<file path="config.mk">
export PLATFORM = sky130hd
export DESIGN_NAME = wb_port_arbiter
export DESIGN_NICKNAME = d
export VERILOG_FILES = /design/src/rtl/wb_port_arbiter.sv
export SDC_FILE = /design/constraint.sdc
export NUM_CORES = 1
export LEC_CHECK = 0
export CORE_ASPECT_RATIO = 0.6
export CORE_MARGIN = 2
export CORE_UTILIZATION = 35
export CTS_CLUSTER_DIAMETER = 50
export DETAILED_ROUTE_END_ITERATION = 8
export GPL_TIMING_DRIVEN = 0
export HOLD_SLACK_MARGIN = 0.05
export PLACE_DENSITY = 0.68
export SYNTH_ARGS = -nofsm -noshare
export SYNTH_HDL_FRONTEND = slang
export SYNTH_SLANG_ARGS = --single-unit
</file>
<file path="constraint.sdc">
create_clock -name clk -period 1.8 [get_ports clk]
set_input_delay 0.27 -clock clk [delete_from_list [all_inputs] [get_ports clk]]
set_output_delay 0.27 -clock clk [all_outputs]
set_load 0.05 [all_outputs]
</file>
<file path="src/rtl/wb_port_arbiter.sv">
// Write-back port arbiter: load path normally wins, ALU path wins after
// STARVE_LIMIT consecutive losses; one registered register-file write per cycle.
module wb_port_arbiter #(
  parameter int XLEN         = 64,
  parameter int STARVE_LIMIT = 3
) (
  input  logic            clk,
  input  logic            rst_n,
  input  logic            alu_valid,
  input  logic [4:0]      alu_rd,
  input  logic [XLEN-1:0] alu_result,
  output logic            alu_ready,
  input  logic            ld_valid,
  input  logic [4:0]      ld_rd,
  input  logic [XLEN-1:0] ld_data,
  output logic            ld_ready,
  output logic            rf_we,
  output logic [4:0]      rf_rd,
  output logic [XLEN-1:0] rf_wdata,
  output logic            rf_src_ld,
  output logic [3:0]      starve_cnt
);

  localparam logic [3:0] LIM = 4'(STARVE_LIMIT);

  logic [3:0]      r_starve;
  logic            r_we;
  logic [4:0]      r_rd;
  logic [XLEN-1:0] r_wdata;
  logic            r_src_ld;

  logic            w_force_alu;
  logic            w_ld_go;
  logic            w_alu_go;
  logic [4:0]      w_rd;
  logic [XLEN-1:0] w_wdata;
  logic [3:0]      w_starve_nxt;

  assign w_force_alu = (r_starve == LIM);

  // Readies are held low while reset is asserted, so nothing can be accepted.
  always_comb begin
    w_ld_go  = 1'b0;
    w_alu_go = 1'b0;
    if (rst_n) begin
      w_ld_go  = ld_valid && !(alu_valid && w_force_alu);
      w_alu_go = alu_valid && (!ld_valid || w_force_alu);
    end
  end

  always_comb begin
    w_rd    = alu_rd;
    w_wdata = alu_result;
    if (w_ld_go) begin
      w_rd    = ld_rd;
      w_wdata = ld_data;
    end
  end

  always_comb begin
    w_starve_nxt = r_starve;
    if (w_alu_go || !alu_valid)
      w_starve_nxt = 4'd0;
    else if (w_ld_go && r_starve < LIM)
      w_starve_nxt = r_starve + 4'd1;
  end

  always_ff @(posedge clk or negedge rst_n) begin
    if (!rst_n) begin
      r_starve <= 4'd0;
      r_we     <= 1'b0;
      r_rd     <= 5'd0;
      r_wdata  <= '0;
      r_src_ld <= 1'b0;
    end else begin
      r_starve <= w_starve_nxt;
      r_we     <= 1'b0;
      if (w_ld_go || w_alu_go) begin
        // x0 writes are accepted but never reach the register file
        r_we     <= (w_rd != 5'd0);
        r_rd     <= w_rd;
        r_wdata  <= w_wdata;
        r_src_ld <= w_ld_go;
      end
    end
  end

  assign ld_ready   = w_ld_go;
  assign alu_ready  = w_alu_go;
  assign rf_we      = r_we;
  assign rf_rd      = r_rd;
  assign rf_wdata   = r_wdata;
  assign rf_src_ld  = r_src_ld;
  assign starve_cnt = r_starve;

endmodule

</file>
# == Yosys cells after proc, flatten, opt, wreduce, memory -nomap -nowiden ==
# Cells that the tools add are included.
# word_totals
ff_bits,75
out_inout_bits,77
# op_classes
eq_ne,1
reduce_logical,12
add_sub_neg,1
order_cmp,1
n_mux,7
# ops
operator,count
two-way mux 64 bit,1
two-way mux 4 bit,2
two-way mux 5 bit,1
nonzero test 5 bit,1
adder 4 x 1 -> 4 bit (second input constant),1
equality test 4 x 2 -> 1 bit (second input constant),1
logical AND 1 bit,4
< comparator 4 x 2 -> 1 bit (second input constant),1
zero test 1 bit,3
logical OR 1 bit,3
two-way mux 1 bit,3
nonzero test 2 bit,1

# == Longest topological paths before layout ==
# logic_depth
ltp_word,8
mapped_depth,6
ltp_nobuf,4

# == Worst setup path after synthesis ==
# No wires, ideal clock.
# synth_timing
kind,register to output
from,register r_starve[0] (netlist: starve_cnt[0])
to,output port alu_ready
n_path_buf,2
arrival_ps,2456
t_required_ps,1530
path_stages_with_launch,6
setup_slack_ps,-926
cell_sequence,dfrtp_1 > ha_1 > or3b_1 > buf_4 > buf_6 > a21oi_1
# synth_between
elab_chain_len,4
# synth_lines
item,line_no,source
from (decl),26,logic [3:0] r_starve;
from (signal assigned),76,r_starve <= w_starve_nxt;
equality test 4 x 2 -> 1 bit,39,assign w_force_alu = (r_starve == LIM);
logical OR 1 bit,47,w_alu_go = alu_valid && (!ld_valid || w_force_alu);
logical AND 1 bit,47,
two-way mux 1 bit,45,if (rst_n) begin
to (decl),12,"output logic alu_ready,"
# Every way passes these cells.

# == Worst setup path after layout ==
# Same ends and word-level chain as after synthesis.

==> summary.json <==
{
  "post_drt_wl_per_cell": {"value": 20.25, "unit": "µm"},
  "ir_worst_vdd": {"value": 408.3, "unit": "µV"},
  "share_seq_of_total_power": {"value": 32.2, "unit": "%"},
  "num-fill-cells": {"value": 1244},
  "synthesis.area": {"value": 5092, "unit": "µm²"},
  "power.internal": {"value": 4129, "unit": "µW"},
  "postLayoutCellArea": {"value": 8487, "unit": "µm²"},
  "met2_length": {"value": 9.425, "unit": "mm"},
  "yosysWarningCount": {"value": 0},
  "first_pass_grt_wire_length": {"value": 32.95, "unit": "mm"},
  "net-switching-power": {"value": 2511, "unit": "µW"},
  "run_status": {"value": "finished with violations"},
  "layout_commonest_cell": {"value": "sky130_fd_sc_hd__clkdlybuf4s50_1"},
  "fin_cells": {"value": 1021},
  "number_of_distinct_library_cells_after_synthesis": {"value": 27},
  "rsz0062_at_grt": {"value": "yes"},
  "min_delay_path_depth": {"value": 3},
  "fin_worst_skew": {"value": 9.049, "unit": "ps"},
  "design.core.area": {"value": 14340, "unit": "µm²"},
  "gp_congestion": {"value": 0.8268},
  "maxCapViolations": {"value": 0},
  "cellLeakagePower": {"value": 0.003269, "unit": "µW"},
  "tritoncts": {"value": "yes"},
  "yosys_most_used_dff": {"value": "sky130_fd_sc_hd__dfrtp_1"},
  "timing.critical_path.required": {"value": 1530, "unit": "ps"},
  "vias_in_the_first_global_route": {"value": 6020},
  "finalWirelength": {"value": 20.68, "unit": "mm"},
  "topRoutingLayerUsed": {"value": "met4"},
  "placed_area": {"value": 8013, "unit": "µm²"},
  "reg2regPathDepth": {"value": 6},
  "comb_power_share": {"value": 37.9, "unit": "%"},
  "critical_path.startpoint_type": {"value": "flop"},
  "vias": {"value": 5825},
  "failed_checks": {"value": "setup timing"},
  "drc": {"value": 0},
  "power.share.switching": {"value": 37.82, "unit": "%"},
  "die-width": {"value": 159.7, "unit": "µm"},
  "post_synth_inst_count": {"value": 577},
  "worst_setup_path_end_kind": {"value": "output pin"},
  "h-tree-depth": {"value": 3},
  "placedCellCount": {"value": 992},
  "clk-insertion-delay-late": {"value": 340, "unit": "ps"},
  "post_synthesis_register_bit_count": {"value": 75},
  "floorplan.die_area": {"value": 15560, "unit": "µm²"},
  "report.final.setup_viol": {"value": 2},
  "rows": {"value": 34},
  "number_of_buffers_inserted_by_port_buffering": {"value": 216},
  "period_needed": {"value": 1977, "unit": "ps"},
  "tritoncts.num_buffers": {"value": 9},
  "vias_per_cell": {"value": 5.705},
  "grt_max_degree": {"value": 31},
  "timing.critical_path.fanout_max": {"value": 2},
  "antenna_violations_before_repair": {"value": 0},
  "finalNetCount": {"value": 962},
  "die_h": {"value": 97.44, "unit": "µm"},
  "mapped_nets": {"value": 720},
  "insertedDiodeCount": {"value": 0},
  "async_flop_share": {"value": 100.0, "unit": "%"},
  "max_freq": {"value": 505.7, "unit": "MHz"},
  "power.density": {"value": 782.4, "unit": "nW/µm²"},
  "worstSetupPathType": {"value": "reg -> out"},
  "slew-limit-headroom": {"value": 45.31, "unit": "%"},
  "clkTransAtPathRegs": {"value": 60, "unit": "ps"},
  "top_level_ports": {"value": 219},
  "floorplan.initialDensity": {"value": 35.52, "unit": "%"},
  "drt-met1-wl": {"value": 9.272, "unit": "mm"},
  "overflow": {"value": 0},
  "hold_viol": {"value": 0},
  "worst-slew-pin-transition": {"value": 817.6, "unit": "ps"},
  "seq_area_frac_synth": {"value": 36.86, "unit": "%"},
  "synth_edf_count": {"value": 0},
  "drive_gt1_share": {"value": 25.15, "unit": "%"},
  "place.detailed.hpwl": {"value": 14.50, "unit": "mm"},
  "detail_route.first_pass.iterations": {"value": 5},
  "numClockSinks": {"value": 75},
  "detail-route-antenna-nets": {"value": 0},
  "globalRouteTotalUtil": {"value": 26.48, "unit": "%"},
  "clock_tree.buffer_depth": {"value": 2},
  "crit_arrival": {"value": 1710, "unit": "ps"},
  "hold_class": {"value": "in -> reg"},
  "first_iter_violations": {"value": 375},
  "power.clock.fraction": {"value": 29.9, "unit": "%"},
  "slew_viol_final": {"value": 0},
  "met3_wirelength": {"value": 1.752, "unit": "mm"},
  "synthToLayoutAreaGrowth": {"value": 66.66, "unit": "%"},
  "commonest_cells_after_routing_fill_and_taps_aside": {"value": "sky130_fd_sc_hd__clkdlybuf4s50_1 (139), sky130_fd_sc_hd__dlygate4sd2_1 (73), sky130_fd_sc_hd__dfrtp_1 (73)"},
  "worst_slack": {"value": -177.4, "unit": "ps"},
  "synth.avg_cell_area": {"value": 8.826, "unit": "µm²"},
  "finalCritPeriodShare": {"value": 109.9, "unit": "%"},
  "cts.root.buffer_cell": {"value": "sky130_fd_sc_hd__clkbuf_16"}
}
==> critical path: stages, from the launching register on <==
cell,delay (ps)
sky130_fd_sc_hd__dfrtp_2,390
sky130_fd_sc_hd__ha_4,130
sky130_fd_sc_hd__or3b_4,410
sky130_fd_sc_hd__buf_12,140
sky130_fd_sc_hd__a21oi_4,130
sky130_fd_sc_hd__buf_8,170
==> Yosys cell counts, drive strengths merged, types with 4 or more instances <==
| library cell | count | share of area (%) |
|---|---|---|
| dfrtp | 75 | 37 |
| a211oi | 71 | 10 |
| a21oi | 71 | 7.0 |
| inv | 70 | 5.2 |
| nand3b | 69 | 10 |
| o32ai | 69 | 13 |
| or2 | 69 | 8.5 |
| clkbuf | 42 | 3.1 |
| buf | 19 | 2.7 |
| nor2 | 4 | 0.29 |
==> final cells by class <==
cell class / count / area (µm²) / area share (%)
Timing Repair Buffer: 233 / 2293 / 27.02
Multi-Input combinational cell: 371 / 3156 / 37.18
Tap cell: 198 / 247.7 / 2.919
Clock inverter: 5 / 77.57 / 0.9140
Inverter: 70 / 262.8 / 3.096
Buffer: 59 / 331.6 / 3.907
Clock buffer: 10 / 239.0 / 2.816
Sequential cell: 75 / 1879 / 22.14
==> sequential cells by signal, summed over array words and instances, names as in the netlist <==
| name | count |
|---|---|
| starve_cnt | 4 |
| rf_rd | 5 |
| rf_src_ld | 1 |
| rf_wdata | 64 |
| rf_we | 1 |
==> power by group through the flow <==
stage	sequential, µW	clock (µW)	combinational, µW
finish	2140	1980	2520
global route	2160	2090	2660
CTS	2130	2010	2510
detailed placement	2170	0	2620
global placement	2160	0	2570
floorplan	2940	0	744
==> worst paths after layout <==
| check | startpoint | to | slack, ps |
|---|---|---|---|
| max | starve_cnt[0] | alu_ready | -180 |
| min reg2reg | rf_src_ld | rf_src_ld | 550 |
| max in group asynchronous | rst_n | starve_cnt[1] | 560 |
| max reg2reg | starve_cnt[0] | rf_wdata[37] | 10 |
| min | ld_data[42] | rf_wdata[42] | 470 |
| min in group asynchronous | rst_n | rf_wdata[52] | 560 |
==> routing by layer <==
metal / vias to the layer above / GRT usage (%)
met4: 0 / 5.035
met1: 2896 / 36.40
li1: 2628 / -
met2: 279 / 42.16
met5: - / 0
met3: 22 / 7.170
==> through the flow <==
step	total power [µW]	hold slack [ps]	setup TNS (ps)	worst slack, ps	util (%)
5_1_grt	6910	475.8	-671.7	-211.4	59.20
3_5_place_dp	4785	164.4	-76290	-1795	55.89
4_1_cts	6653	461.6	-1330	-261.5	59.00
2_1_floorplan	3682	-25.59	-1372	-190.7	-
6_report	6640	468.8	-245.9	-177.4	59.20
3_3_place_gp	4723	487.3	-486260	-4662	55.72
==> kinds of logic (layout without fill, tap and decap cells) <==
family                   count (synthesis)  count (layout)  synth area share [%]
buffers and inverters                  131             377                 10.93
AND/OR/NAND/NOR                        154             154                 20.44
adder cells (fa/ha/maj)                  1               1                0.2457
flip-flops                              75              75                 36.86
AO/OA/AOI/OAI                          216             216                 31.52
==> what timing repair did <==
action	CTS	global route
setup endpoints to repair	146	65
hold buffers	3	0
setup buffers	7	4
gates cloned	2	0
pin swaps	2	2
gates resized for setup	114	6
endpoints found under the hold margin	30	0
(Power assumes the default switching activity.)
